**src/rtl/tile_addr_gen_if.sv**
```systemverilog
`default_nettype none
// ============================================================================
// Module      : tile_addr_gen_if
// Description : Register-block / DMA-side bundle for tile_addr_gen. The
//               slave modport is the generator; master is the driving side.
// Revision    : 1.0 - initial release
// ============================================================================
interface tile_addr_gen_if #(
  parameter int DIM_W  = 16,
  parameter int ADDR_W = 32
);
  logic              I_TAG_START;
  logic [DIM_W-1:0]  I_TAG_HEIGHT;
  logic [DIM_W-1:0]  I_TAG_WIDTH;
  logic [1:0]        I_TAG_DEGREES;
  logic              I_TAG_DIRECTION;
  logic              I_TAG_MIRROR;
  logic [ADDR_W-1:0] I_TAG_SRC_BASE;
  logic [ADDR_W-1:0] I_TAG_DST_BASE;
  logic              I_TAG_DMA_READY;
  logic              O_TAG_VALID;
  logic [ADDR_W-1:0] O_TAG_ADDR;
  logic              O_TAG_WRITE;
  logic [15:0]       O_TAG_BYTES;
  logic              O_TAG_BUSY;
  logic              O_TAG_DONE;
  logic              O_TAG_ERR;

  modport slave (
    input  I_TAG_START, I_TAG_HEIGHT, I_TAG_WIDTH, I_TAG_DEGREES,
           I_TAG_DIRECTION, I_TAG_MIRROR, I_TAG_SRC_BASE, I_TAG_DST_BASE,
           I_TAG_DMA_READY,
    output O_TAG_VALID, O_TAG_ADDR, O_TAG_WRITE, O_TAG_BYTES,
           O_TAG_BUSY, O_TAG_DONE, O_TAG_ERR
  );

  modport master (
    output I_TAG_START, I_TAG_HEIGHT, I_TAG_WIDTH, I_TAG_DEGREES,
           I_TAG_DIRECTION, I_TAG_MIRROR, I_TAG_SRC_BASE, I_TAG_DST_BASE,
           I_TAG_DMA_READY,
    input  O_TAG_VALID, O_TAG_ADDR, O_TAG_WRITE, O_TAG_BYTES,
           O_TAG_BUSY, O_TAG_DONE, O_TAG_ERR
  );
endinterface
`default_nettype wire

```
**src/rtl/tile_addr_gen.sv**
```systemverilog
`default_nettype none
// ============================================================================
// Module      : tile_addr_gen
// Description : Tile-by-tile DMA line-burst request generator for the rotate
//               engine. Per tile: TILE source-line reads, then TILE
//               destination-line writes placed for 0/90/180/270 rotation.
//               Optional feature macro: TAG_MIRROR_EN (horizontal flip of
//               the output tile columns).
// Revision    : 1.0 - initial release
// ============================================================================
module tile_addr_gen #(
  parameter int TILE   = 8,
  parameter int BPP    = 3,
  parameter int DIM_W  = 16,
  parameter int ADDR_W = 32
) (
  input  wire logic        I_TAG_HCLK,
  input  wire logic        I_TAG_HRESET_N,
  tile_addr_gen_if.slave   bus
);
  localparam int LOG2T = $clog2(TILE);
  // Product width: wide enough for (row*stride+col)*BPP and for the address.
  localparam int MW = (ADDR_W > 2*DIM_W+4) ? ADDR_W : 2*DIM_W+4;
  localparam logic [15:0] C_BYTES = 16'(TILE*BPP);

  typedef enum logic [1:0] {S_IDLE = 2'd0, S_RD = 2'd1, S_WR = 2'd2} state_t;

  state_t            r_state, w_next;
  logic [DIM_W-1:0]  r_ntr, r_ntc, r_tr, r_tc;
  logic [LOG2T-1:0]  r_line;
  logic [1:0]        r_ang;
  logic [ADDR_W-1:0] r_src, r_dst;
  logic              r_done, r_err;
  logic              w_load, w_set_done, w_set_err;
  logic              w_accept, w_last_line, w_last_tile, w_geom_ok;
  logic [DIM_W:0]    w_h_pad, w_w_pad;
  logic [DIM_W-1:0]  w_ntr, w_ntc;
  logic [MW-1:0]     w_pw, w_ph, w_otr, w_otc, w_ntoc;
  logic [MW-1:0]     w_row, w_col, w_stride, w_off;
  logic [ADDR_W-1:0] w_addr;

  // Tile counts from raw geometry, rounded up to whole tiles.
  assign w_h_pad   = {1'b0, bus.I_TAG_HEIGHT} + (DIM_W+1)'(TILE-1);
  assign w_w_pad   = {1'b0, bus.I_TAG_WIDTH}  + (DIM_W+1)'(TILE-1);
  assign w_ntr     = DIM_W'(w_h_pad >> LOG2T);
  assign w_ntc     = DIM_W'(w_w_pad >> LOG2T);
  assign w_geom_ok = (bus.I_TAG_HEIGHT != '0) && (bus.I_TAG_WIDTH != '0);

  assign w_accept    = (r_state != S_IDLE) && bus.I_TAG_DMA_READY;
  assign w_last_line = (r_line == LOG2T'(TILE-1));
  assign w_last_tile = (r_tr == r_ntr - DIM_W'(1)) && (r_tc == r_ntc - DIM_W'(1));

`ifdef TAG_MIRROR_EN
  logic r_mirror;
`else
  // Mirror request has no effect in this build.
  logic w_unused_mirror;
  assign w_unused_mirror = bus.I_TAG_MIRROR;
`endif

  // State register.
  always_ff @(posedge I_TAG_HCLK or negedge I_TAG_HRESET_N) begin
    if (!I_TAG_HRESET_N) r_state <= S_IDLE;
    else                 r_state <= w_next;
  end

  // Next-state logic: read phase, write phase, then next tile or finish.
  always_comb begin
    w_next     = r_state;
    w_load     = 1'b0;
    w_set_done = 1'b0;
    w_set_err  = 1'b0;
    case (r_state)
      S_IDLE: begin
        if (bus.I_TAG_START) begin
          if (w_geom_ok) begin
            w_next = S_RD;
            w_load = 1'b1;
          end else begin
            w_set_err = 1'b1;
          end
        end
      end
      S_RD: if (w_accept && w_last_line) w_next = S_WR;
      S_WR: begin
        if (w_accept && w_last_line) begin
          if (w_last_tile) begin
            w_next     = S_IDLE;
            w_set_done = 1'b1;
          end else begin
            w_next = S_RD;
          end
        end
      end
      default: w_next = S_IDLE;
    endcase
  end

  // Job parameters latched at start; line/tile counters advance on acceptance.
  always_ff @(posedge I_TAG_HCLK or negedge I_TAG_HRESET_N) begin
    if (!I_TAG_HRESET_N) begin
      r_ntr  <= '0;
      r_ntc  <= '0;
      r_tr   <= '0;
      r_tc   <= '0;
      r_line <= '0;
      r_ang  <= '0;
      r_src  <= '0;
      r_dst  <= '0;
`ifdef TAG_MIRROR_EN
      r_mirror <= 1'b0;
`endif
    end else if (w_load) begin
      r_ntr  <= w_ntr;
      r_ntc  <= w_ntc;
      r_tr   <= '0;
      r_tc   <= '0;
      r_line <= '0;
      // CCW by d is CW by (4-d) mod 4, i.e. the two's-complement negation.
      r_ang  <= bus.I_TAG_DIRECTION ? bus.I_TAG_DEGREES : 2'(2'd0 - bus.I_TAG_DEGREES);
      r_src  <= bus.I_TAG_SRC_BASE;
      r_dst  <= bus.I_TAG_DST_BASE;
`ifdef TAG_MIRROR_EN
      r_mirror <= bus.I_TAG_MIRROR;
`endif
    end else if (w_accept) begin
      r_line <= r_line + LOG2T'(1);
      if (r_state == S_WR && w_last_line && !w_last_tile) begin
        if (r_tc == r_ntc - DIM_W'(1)) begin
          r_tc <= '0;
          r_tr <= r_tr + DIM_W'(1);
        end else begin
          r_tc <= r_tc + DIM_W'(1);
        end
      end
    end
  end

  // One-cycle completion and rejection pulses.
  always_ff @(posedge I_TAG_HCLK or negedge I_TAG_HRESET_N) begin
    if (!I_TAG_HRESET_N) begin
      r_done <= 1'b0;
      r_err  <= 1'b0;
    end else begin
      r_done <= w_set_done;
      r_err  <= w_set_err;
    end
  end

  // Destination tile placement and burst address for the current request.
  always_comb begin
    w_pw = MW'(r_ntc) << LOG2T;
    w_ph = MW'(r_ntr) << LOG2T;
    case (r_ang)
      2'd1:    begin w_otr = MW'(r_tc);                   w_otc = MW'(r_ntr - DIM_W'(1) - r_tr); end
      2'd2:    begin w_otr = MW'(r_ntr - DIM_W'(1) - r_tr); w_otc = MW'(r_ntc - DIM_W'(1) - r_tc); end
      2'd3:    begin w_otr = MW'(r_ntc - DIM_W'(1) - r_tc); w_otc = MW'(r_tr);                   end
      default: begin w_otr = MW'(r_tr);                   w_otc = MW'(r_tc);                   end
    endcase
    w_ntoc = r_ang[0] ? MW'(r_ntr) : MW'(r_ntc);
`ifdef TAG_MIRROR_EN
    if (r_mirror) w_otc = w_ntoc - MW'(1) - w_otc;
`endif
    if (r_state == S_WR) begin
      w_row    = (w_otr << LOG2T) + MW'(r_line);
      w_col    = w_otc << LOG2T;
      w_stride = r_ang[0] ? w_ph : w_pw;
    end else begin
      w_row    = (MW'(r_tr) << LOG2T) + MW'(r_line);
      w_col    = MW'(r_tc) << LOG2T;
      w_stride = w_pw;
    end
    w_off  = (w_row * w_stride + w_col) * MW'(BPP);
    w_addr = ((r_state == S_WR) ? r_dst : r_src) + w_off[ADDR_W-1:0];
  end

  assign bus.O_TAG_VALID = (r_state != S_IDLE);
  assign bus.O_TAG_BUSY  = (r_state != S_IDLE);
  assign bus.O_TAG_WRITE = (r_state == S_WR);
  assign bus.O_TAG_ADDR  = (r_state == S_IDLE) ? '0 : w_addr;
  assign bus.O_TAG_BYTES = C_BYTES;
  assign bus.O_TAG_DONE  = r_done;
  assign bus.O_TAG_ERR   = r_err;
endmodule
`default_nettype wire
```
**src/flat_wrapper.sv**
```systemverilog
// flat-port wrapper written by rule: the top's interface ports become plain ports
module tile_addr_gen_flat 
#(
  parameter int TILE   = 8,
  parameter int BPP    = 3,
  parameter int DIM_W  = 16,
  parameter int ADDR_W = 32
)
  (I_TAG_HCLK, I_TAG_HRESET_N, bus_I_TAG_START, bus_I_TAG_HEIGHT, bus_I_TAG_WIDTH, bus_I_TAG_DEGREES, bus_I_TAG_DIRECTION, bus_I_TAG_MIRROR, bus_I_TAG_SRC_BASE, bus_I_TAG_DST_BASE, bus_I_TAG_DMA_READY, bus_O_TAG_VALID, bus_O_TAG_ADDR, bus_O_TAG_WRITE, bus_O_TAG_BYTES, bus_O_TAG_BUSY, bus_O_TAG_DONE, bus_O_TAG_ERR);
  tile_addr_gen_if #(.DIM_W(DIM_W), .ADDR_W(ADDR_W)) bus_i ();
  input  wire logic I_TAG_HCLK;
  input  wire logic I_TAG_HRESET_N;
  input wire logic [$bits(bus_i.I_TAG_START)-1:0] bus_I_TAG_START;
  input wire logic [$bits(bus_i.I_TAG_HEIGHT)-1:0] bus_I_TAG_HEIGHT;
  input wire logic [$bits(bus_i.I_TAG_WIDTH)-1:0] bus_I_TAG_WIDTH;
  input wire logic [$bits(bus_i.I_TAG_DEGREES)-1:0] bus_I_TAG_DEGREES;
  input wire logic [$bits(bus_i.I_TAG_DIRECTION)-1:0] bus_I_TAG_DIRECTION;
  input wire logic [$bits(bus_i.I_TAG_MIRROR)-1:0] bus_I_TAG_MIRROR;
  input wire logic [$bits(bus_i.I_TAG_SRC_BASE)-1:0] bus_I_TAG_SRC_BASE;
  input wire logic [$bits(bus_i.I_TAG_DST_BASE)-1:0] bus_I_TAG_DST_BASE;
  input wire logic [$bits(bus_i.I_TAG_DMA_READY)-1:0] bus_I_TAG_DMA_READY;
  output wire logic [$bits(bus_i.O_TAG_VALID)-1:0] bus_O_TAG_VALID;
  output wire logic [$bits(bus_i.O_TAG_ADDR)-1:0] bus_O_TAG_ADDR;
  output wire logic [$bits(bus_i.O_TAG_WRITE)-1:0] bus_O_TAG_WRITE;
  output wire logic [$bits(bus_i.O_TAG_BYTES)-1:0] bus_O_TAG_BYTES;
  output wire logic [$bits(bus_i.O_TAG_BUSY)-1:0] bus_O_TAG_BUSY;
  output wire logic [$bits(bus_i.O_TAG_DONE)-1:0] bus_O_TAG_DONE;
  output wire logic [$bits(bus_i.O_TAG_ERR)-1:0] bus_O_TAG_ERR;
  assign bus_i.I_TAG_START = bus_I_TAG_START;
  assign bus_i.I_TAG_HEIGHT = bus_I_TAG_HEIGHT;
  assign bus_i.I_TAG_WIDTH = bus_I_TAG_WIDTH;
  assign bus_i.I_TAG_DEGREES = bus_I_TAG_DEGREES;
  assign bus_i.I_TAG_DIRECTION = bus_I_TAG_DIRECTION;
  assign bus_i.I_TAG_MIRROR = bus_I_TAG_MIRROR;
  assign bus_i.I_TAG_SRC_BASE = bus_I_TAG_SRC_BASE;
  assign bus_i.I_TAG_DST_BASE = bus_I_TAG_DST_BASE;
  assign bus_i.I_TAG_DMA_READY = bus_I_TAG_DMA_READY;
  assign bus_O_TAG_VALID = bus_i.O_TAG_VALID;
  assign bus_O_TAG_ADDR = bus_i.O_TAG_ADDR;
  assign bus_O_TAG_WRITE = bus_i.O_TAG_WRITE;
  assign bus_O_TAG_BYTES = bus_i.O_TAG_BYTES;
  assign bus_O_TAG_BUSY = bus_i.O_TAG_BUSY;
  assign bus_O_TAG_DONE = bus_i.O_TAG_DONE;
  assign bus_O_TAG_ERR = bus_i.O_TAG_ERR;
  tile_addr_gen #(.TILE(TILE), .BPP(BPP), .DIM_W(DIM_W), .ADDR_W(ADDR_W)) u_core (.I_TAG_HCLK(I_TAG_HCLK), .I_TAG_HRESET_N(I_TAG_HRESET_N), .bus(bus_i));
endmodule
```
**config.mk**
```make
export PLATFORM = sky130hd
export DESIGN_NAME = tile_addr_gen_flat
export DESIGN_NICKNAME = d
export VERILOG_FILES = /design/src/rtl/tile_addr_gen_if.sv /design/src/rtl/tile_addr_gen.sv /design/src/flat_wrapper.sv
export SDC_FILE = /design/constraint.sdc
export NUM_CORES = 1
export LEC_CHECK = 0
export CAP_MARGIN = 20
export CORE_MARGIN = 3
export CORE_UTILIZATION = 50
export DETAILED_ROUTE_END_ITERATION = 12
export PLACE_DENSITY = 0.81
export SYNTH_ARGS = -nofsm -noshare
export SYNTH_HDL_FRONTEND = slang
export SYNTH_SLANG_ARGS = --single-unit
```
**constraint.sdc**
```tcl
create_clock -name I_TAG_HCLK -period 43.4 [get_ports I_TAG_HCLK]
set_input_delay 8.68 -clock I_TAG_HCLK [delete_from_list [all_inputs] [get_ports I_TAG_HCLK]]
set_output_delay 8.68 -clock I_TAG_HCLK [all_outputs]
set_load 0.01 [all_outputs]
```
* Word level (Yosys, flattened, before mapping)
Cells that the tools add are included.
Cells by class: shift-type cells 0, multiply operators 2, divide/modulo/power cells 0, reductions and logical operators 17, bitwise operators 0, equality and inequality tests 12, add/sub/neg operators 16, mux-type cells 34, $lt $le $gt $ge 0
Operator list (count):
- $pmux 33 s3 | 2
- $mux 16 | 8
- $mux 36 | 3
- $sub 33x16->33 | 2
- $mux 32 | 2
- $sub 14x1->15 const B | 4
- $add 36x3->36 | 1
- $add 36x36->36 | 1
- $mul 36x2->32 const B | 1
- $mul 36x36->36 | 1
- $add 16x3->17 const B | 2
- $add 16x1->16 const B | 2
- $add 32x32->32 | 1
- $eq 16x16->1 | 2
- $reduce_bool 16->1 | 2
- $add 19x3->20 | 1
- $mux 17 | 1
- $mux 1 | 10
- $mux 2 | 5
- $reduce_bool 2->1 | 4
- $eq 2x2->1 const B | 3
- $logic_and 1x1->1 | 6
- $mux 3 | 2
- $ne 2x1->1 const B | 3
- other kinds (11) | 12
Word-level totals: memories 0, latch bits 0, memory bits (read-only) 0, memory bits (writable) 0, word-level logic and storage cells 92, flip-flop bits (word level) 133, output and inout port bits 53, input port bits 104

* Longest topological paths before layout
Gate-level depths: netlist (run 1).
depth after elaboration 10, mapped depth 56, mapped depth without buffers 55

* Worst setup path after synthesis (run 1)
Ideal clock, no wire load.
path type register to output, start reg u_core.r_ntr[2], end out bus_O_TAG_ADDR[31], data required time 34.720 ns, arrival time 11.681 ns, slack 23.039 ns, stages on the path, launching flop included 51, cell sequence dfrtp_1 -> nor2_1 -> nand3_1 -> or3_1 -> nor4_1 -> xor2_1 -> ha_1 -> clkbuf_1 -> a21o_1 -> a21o_1 -> a21oi_1 -> a311o_1 -> o21ai_0 -> or4b_2 -> and3_1 -> clkbuf_1 -> nand2b_1 -> fa_1 -> [15 not listed] -> o21a_1 -> nand2_1 -> o21ai_0 -> a21oi_1 -> nor2_1 -> xnor2_1 -> inv_1 -> fa_1 -> xnor2_1 -> xnor2_1 -> xnor2_1 -> xnor2_1 -> xnor2_1 -> xnor2_1 -> xnor3_1 -> xnor3_2 -> xnor3_1 -> and2_1
On the way: cells in the longest elaborated chain, start to end 10, elaborated cells on any way between the ends 14
Ends and longest elaborated chain:
- from (decl) | line tile_addr_gen.sv:29 | logic [DIM_W-1:0] r_ntr, r_ntc, r_tr, r_tc;
- from (signal assigned) | line tile_addr_gen.sv:114 | r_ntr <= w_ntr;
- $sub 14x1->15 | line tile_addr_gen.sv:155, tile_addr_gen.sv:156
- $sub 33x16->33 | line tile_addr_gen.sv:155, tile_addr_gen.sv:156
- $pmux 33 s3 | line tile_addr_gen.sv:154 | case (r_ang)
- $add 36x3->36 | line tile_addr_gen.sv:165 | w_row = (w_otr << LOG2T) + MW'(r_line);
- $mux 36 | line tile_addr_gen.sv:164 | if (r_state == S_WR) begin
- $mul 36x36->36 | line tile_addr_gen.sv:173 | w_off = (w_row * w_stride + w_col) * MW'(BPP);
- $add 36x36->36 (*) | line tile_addr_gen.sv:173
- $mul 36x2->32 (*) | line tile_addr_gen.sv:173
- $add 32x32->32 (*) | line tile_addr_gen.sv:174 | w_addr = ((r_state == S_WR) ? r_dst : r_src) + w_off[ADDR_W-1:0];
- $mux 32 (*) | line tile_addr_gen.sv:180 | assign bus.O_TAG_ADDR = (r_state == S_IDLE) ? '0 : w_addr;
- to (decl) | line flat_wrapper.sv:23 | output wire logic [$bits(bus_i.O_TAG_ADDR)-1:0] bus_O_TAG_ADDR;
Every way passes the cells marked *; elsewhere a longest branch is shown, timed or not.

* Worst setup path in the final report (run 1)
Ends and elaborated chain as after synthesis.

==> results.tsv, run 1 <==
metric	value	unit
hp-class	reg -> reg	
grt_usage	0.268	
grt_max_degree	88	
syn-cell-area	23000	um^2
period_share	0.534	
preCtsSetupSlack	20.92	ns
dp.cells	3570	
num_io_pins	157	
max_freq	43.2	MHz
finalCriticalPeriod	23.16	ns
rr_startpoint	u_core.r_ntc[6]$_DFFE_PN0P_	
seq_area	3330	um^2
crit_slowest_cell	or4b_2	
drive_gt1_frac	0.0343	
core-area	45500	um^2
ys_ff_latch	133	
synthCells	2909	
synth_top_area_cell	fa_1	
synthDistinctLibCells	76	
wl	62200	um
grt_pass1_wl	103000	um
synth-adder-area-share	0.368	
synth.area.top_cells	fa_1 (25%), dfrtp_1 (14%), ha_1 (12%)	
min_to	u_core.r_src[8]$_DFFE_PN0P_	
arrival	14.48	ns
synth_compound_area_frac	0.106	
status	completed	
finalSetupViolCount	0	
hold_path_depth	2	
clock_sinks	133	
synthArstFlopShare	1.00	
hpwl	49500	um
synth-simple-area-share	0.195	
cpMostUsedCell	xnor2_1	
seq_area_frac_synth	0.144	
ys_warn_count	0	
clock_skew	0.0151	ns
grt_pass1_vias	20400	
cts_resized	0	
vias	19800	
synth_mux_area_frac	0.0104	
crit_path_max_fanout	10	
die_h	221	um
final.setup.tns	0	ns
cts_buffers	17	
clk_latency	0.46	ns
yosys.area.top_type_share	0.248	
multi_input_area	17400	um^2
path_clk_slew	0.07	ns
reg2reg_to	u_core.r_tr[13]$_DFFE_PN0P_	
grt_overflow	0	
finalHoldViolations	0	
cp.required	34.72	ns
cts_tree	built	
syn_avg_cell_area	7.92	um^2
post_cts_buffers	0	
antenna_cells	0	
endpoint_kind	primary output	
place_area	25000	um^2
root_buffer	clkbuf_16	
area_delta_synth_final	11.0	%
htreeDepth	4	
synth_top_family_by_area	adder cells	
final_area	25600	um^2
fillerInstances	4115	
maxCapViolations	0	
startpoint_type	flip-flop	
fin_ws	20.24	ns
die_area	48700	um^2
critical_path_class	reg -> out	
fp-row-count	78	
worstHoldStart	u_core.r_src[8]$_DFFE_PN0P_	
antenna_found_initial	0	
wl_per_cell	17.3	um
drt-vias-per-instance	5.49	
max_slew_margin	0.285	
drtPass1Iterations	6	
hold_buffers	0	
start_util	0.507	
io_buffers	139	
worstRegToRegCells	18	
synth_xor_area_frac	0.0705	
die_x	221	um
finish.cell_count_without_fillers	3603	
ff2ff_setup_slack	37.93	ns
tightest_slew	1.07	ns
cp_slowest_stage_delay	0.66	ns
num-nets-final	3600	
postRouteAntennaNets	0	
route.detailed.drc	0	
clk_path_buf_depth	2	
drt-initial-drc-count	1704	
report.final.slew_viol_count	0	
rsz0062_at_grt	false	
synth_edf_count	0	
gp_congestion	0.968	
synth_ff_type	dfrtp_1	
==> metal layers <==
layer,vias to the layer above,track usage,part of all wire
met3,200,0.0529,0.090
met5,-,0,0
li1,9248,-,-
met2,905,0.445,0.47
met1,9412,0.340,0.39
met4,0,0.123,0.050
==> registers in the layout (all words and copies together), names as in the netlist <==
register	cells
u_core.bus.O_TAG_DONE	1
u_core.bus.O_TAG_ERR	1
u_core.r_ang	2
u_core.r_dst	32
u_core.r_line	3
u_core.r_ntc	14
u_core.r_ntr	14
u_core.r_src	32
u_core.r_state	2
u_core.r_tc	16
u_core.r_tr	16
==> area by class of cell <==
cell class | count | area share
clock inverter | 13 | 0.00621
clock buffer | 19 | 0.0173
timing repair buffer | 172 | 0.0641
tap | 600 | 0.0293
inverter | 504 | 0.0739
multi-input combinational | 2162 | 0.679
sequential | 133 | 0.130
==> how the worst max path moves through the flow <==
stage | depth (start not counted) | startpoint | slack (ns) | end
2_1_floorplan | 50 | u_core.r_ntr[2]$_DFFE_PN0P_ | 23.04 | bus_O_TAG_ADDR[31]
5_1_grt | 50 | u_core.r_ntr[2]$_DFFE_PN0P_ | 19.49 | bus_O_TAG_ADDR[31]
3_5_place_dp | 50 | u_core.r_ntr[2]$_DFFE_PN0P_ | 20.92 | bus_O_TAG_ADDR[31]
6_report | 49 | u_core.r_ntr[2]$_DFFE_PN0P_ | 20.24 | bus_O_TAG_ADDR[31]
3_3_place_gp | 50 | u_core.r_ntr[2]$_DFFE_PN0P_ | 20.95 | bus_O_TAG_ADDR[31]
4_1_cts | 50 | u_core.r_ntr[2]$_DFFE_PN0P_ | 20.37 | bus_O_TAG_ADDR[31]
==> logic make-up after synthesis <==
| logic type | count (synthesis) |
|---|---|
| AND/OR/NAND/NOR | 1048 |
| buffers and inverters | 628 |
| adder cells (fa/ha/maj) | 506 |
| AO/OA/AOI/OAI | 389 |
| XOR/XNOR | 179 |
| flip-flops | 133 |
| multiplexers | 24 |
| other | 2 |
==> per-stage QoR <==
stage / util / hold WS [ns]
after detailed placement: 0.549 / 0.463
after global routing: 0.563 / 0.488
after CTS: 0.562 / 0.478
after floorplan: - / 0.445
after global placement: 0.549 / 0.457
final: 0.563 / 0.474
==> worst max-delay path, delay by kind of cell (launching register included) <==
family,cells,cell delay [ns]
fa+ha+maj,11,5.05
simple gates,11,3.09
xor+xnor,11,2.36
compound gates,9,2.22
buf+inv,7,0.86
flops,1,0.46
==> cells in the final DEF (no fill, tap or decap), drive strengths merged, types with 21 or more instances in the layout <==
cell type / instances
mux2i: 24
xnor2: 114
fa: 285
nand2b: 53
xor2: 61
a21oi: 119
nor3: 34
and2: 25
ha: 221
o21ai: 90
o21a: 21
inv: 511
a21o: 41
nand2: 488
dfrtp: 133
nand3: 34
nor2: 327
clkdlybuf4s50: 138
buf: 34
==> synth_stat cells (all sizes together) (3+ instances only) <==
cell    count
or4         5
nor2b      19
buf        34
xnor3       4
nand2     488
o22ai      19
a41oi       5
fa        285
mux2i      24
xnor2     114
o21ai      90
a221oi      7
o31a        4
a21o       41
a22oi       5
or2        11
nand3b      5
o211ai      7
nor2      327
a31o        5
nor3       34
nor4       10
o31ai       4
inv       504
a31oi      14
a211o       5
nand4      11
o21bai      7
a22o        3
o21a       21
and2       25
or3        13
nand2b     53
clkbuf     90
xor2       61
nand3      34
o221ai      4
and3        7
dfrtp     133
ha        221
a21oi     119
a211oi     12
Power of run 1 is left out: the tool's default activity adds up to more than one toggle a clock period on the data nets, which glitch-free logic cannot reach.
==> run 2: changes to the inputs <==
==> constraint.sdc (replaced) <==
create_clock -name I_TAG_HCLK -period 24.3 [get_ports I_TAG_HCLK]
set_input_delay 4.86 -clock I_TAG_HCLK [delete_from_list [all_inputs] [get_ports I_TAG_HCLK]]
set_output_delay 4.86 -clock I_TAG_HCLK [all_outputs]
set_load 0.01 [all_outputs]
==> run 2 against run 1 <==
Core utilization fell by 0.085 points. Worst hold slack improved by 0.00058 ns. Setup slack got worse by 15 ns. Register-to-register slack got worse by 19 ns. Sequential share of layout area barely moved. Routed wire length fell by 0.41%. Flip-flop and latch count did not move. Global-route usage fell by 0.12 points. Via count did not move. Critical path type unchanged. Critical endpoint unchanged. Largest cell class unchanged.
==> results.tsv, run 2 (synthesis gave the netlist of run 1 again) <==
metric	value	unit
clock_skew	0.00994	ns
htreeDepth	4	
grt_usage	0.267	
reg2reg_to	u_core.r_tr[13]$_DFFE_PN0P_	
critical_path_class	reg -> out	
period_share	0.793	
hold_path_depth	2	
area_delta_synth_final	10.9	%
crit_slowest_cell	or4b_2	
crit_end	bus_O_TAG_ADDR[31]	
hold_buffers	0	
clk_path_buf_depth	2	
antenna_found_initial	0	
final_common_cell	inv_1	
hp-class	reg -> reg	
num-nets-final	3599	
fin_ws	5.02	ns
cp_slowest_stage_delay	0.66	ns
drive_gt1_frac	0.0343	
multi_input_area	17400	um^2
final.setup.tns	0	ns
die_h	221	um
reg_top3	u_core.r_dst (32), u_core.r_src (32)	
tightest_slew	1.07	ns
finalCriticalPeriod	19.28	ns
grt_overflow	0	
rr_startpoint	u_core.r_ntc[6]$_DFFE_PN0P_	
maxCapViolations	0	
grt_pass1_wl	103000	um
report.final.slew_viol_count	0	
worstRegToRegCells	17	
post_cts_buffers	0	
clock_sinks	133	
drt-vias-per-instance	5.49	
layout_common_cells	inv_1 (502), nand2_1 (486), nor2_1 (325)	
path_clk_slew	0.07	ns
ff2ff_setup_slack	18.60	ns
arrival	14.42	ns
final_area	25500	um^2
die_area	48700	um^2
start_util	0.507	
core-area	45500	um^2
grt_max_degree	96	
startpoint_type	flip-flop	
gp_congestion	0.986	
max_slew_margin	0.287	
setup.worst_path.start	u_core.r_ntr[2]$_DFFE_PN0P_	
drtPass1Iterations	6	
root_buffer	clkbuf_16	
io_buffers	139	
cp.required	19.44	ns
wl	62000	um
rsz0062_at_grt	false	
crit_path_max_fanout	10	
cts_resized	0	
route.detailed.drc	0	
wl_per_cell	17.2	um
drt-initial-drc-count	1626	
num_io_pins	157	
die_x	221	um
grt_pass1_vias	20100	
cts_buffers	17	
place_area	25000	um^2
hpwl	48900	um
fp-row-count	78	
finalHoldViolations	0	
clk_latency	0.46	ns
vias	19800	
status	completed	
finalSetupViolCount	0	
max_freq	51.9	MHz
postRouteAntennaNets	0	
cts_tree	built	
fillerInstances	4124	
preCtsSetupSlack	5.73	ns
endpoint_kind	primary output	
seq_area	3330	um^2
run 2: cell types whose count changed in the layout (fill, tap and decap cells not counted), sizes merged:
cell,change
diode,+1
clkinv,+3
bufinv,-1
buf,-1
inv,-2
run 2: routing by layer:
layer | vias up | track usage | part of all wire
li1 | 9264 | - | -
met1 | 9467 | 0.345 | 0.40
met2 | 830 | 0.437 | 0.47
met3 | 204 | 0.0501 | 0.086
met4 | 0 | 0.123 | 0.050
met5 | - | 0 | 0
run 2: stage by stage:
stage | utilization | hold slack (ns) | cells
floorplan | - | 0.445 | 2923
CTS | 0.561 | 0.477 | 3600
global route | 0.562 | 0.493 | 3602
detailed placement | 0.549 | 0.463 | 3568
global placement | 0.549 | 0.457 | 3568
finish | 0.562 | 0.474 | 3603
run 2: critical path: cells and delay by family, from the launching register on:
family                   cells  cell delay [ns]
XOR/XNOR                    11             2.37
AO/OA/AOI/OAI                7             2.03
adder cells (fa/ha/maj)     11             4.92
flip-flops                   1             0.47
AND/OR/NAND/NOR             12             3.24
buffers and inverters        9             0.90
run 2: worst min-delay path by stage:
stage | from | endpoint
2_1_floorplan | u_core.r_dst[30]$_DFFE_PN0P_ | u_core.r_dst[30]$_DFFE_PN0P_
3_3_place_gp | u_core.r_src[30]$_DFFE_PN0P_ | u_core.r_src[30]$_DFFE_PN0P_
3_5_place_dp | u_core.r_dst[13]$_DFFE_PN0P_ | u_core.r_dst[13]$_DFFE_PN0P_
4_1_cts | u_core.r_dst[17]$_DFFE_PN0P_ | u_core.r_dst[17]$_DFFE_PN0P_
5_1_grt | u_core.r_dst[17]$_DFFE_PN0P_ | u_core.r_dst[17]$_DFFE_PN0P_
6_report | u_core.r_dst[16]$_DFFE_PN0P_ | u_core.r_dst[16]$_DFFE_PN0P_
run 2: area by class of cell:
class	instances	share of cell area
clock buffers	19	0.0173
inverters	504	0.0740
repair buffers	171	0.0638
well taps	600	0.0294
flip-flops and latches	133	0.130
clock inverters	13	0.00485
diodes	1	0.0000979
multi-input cells	2162	0.680
Power of run 2 is left out for the same reason.
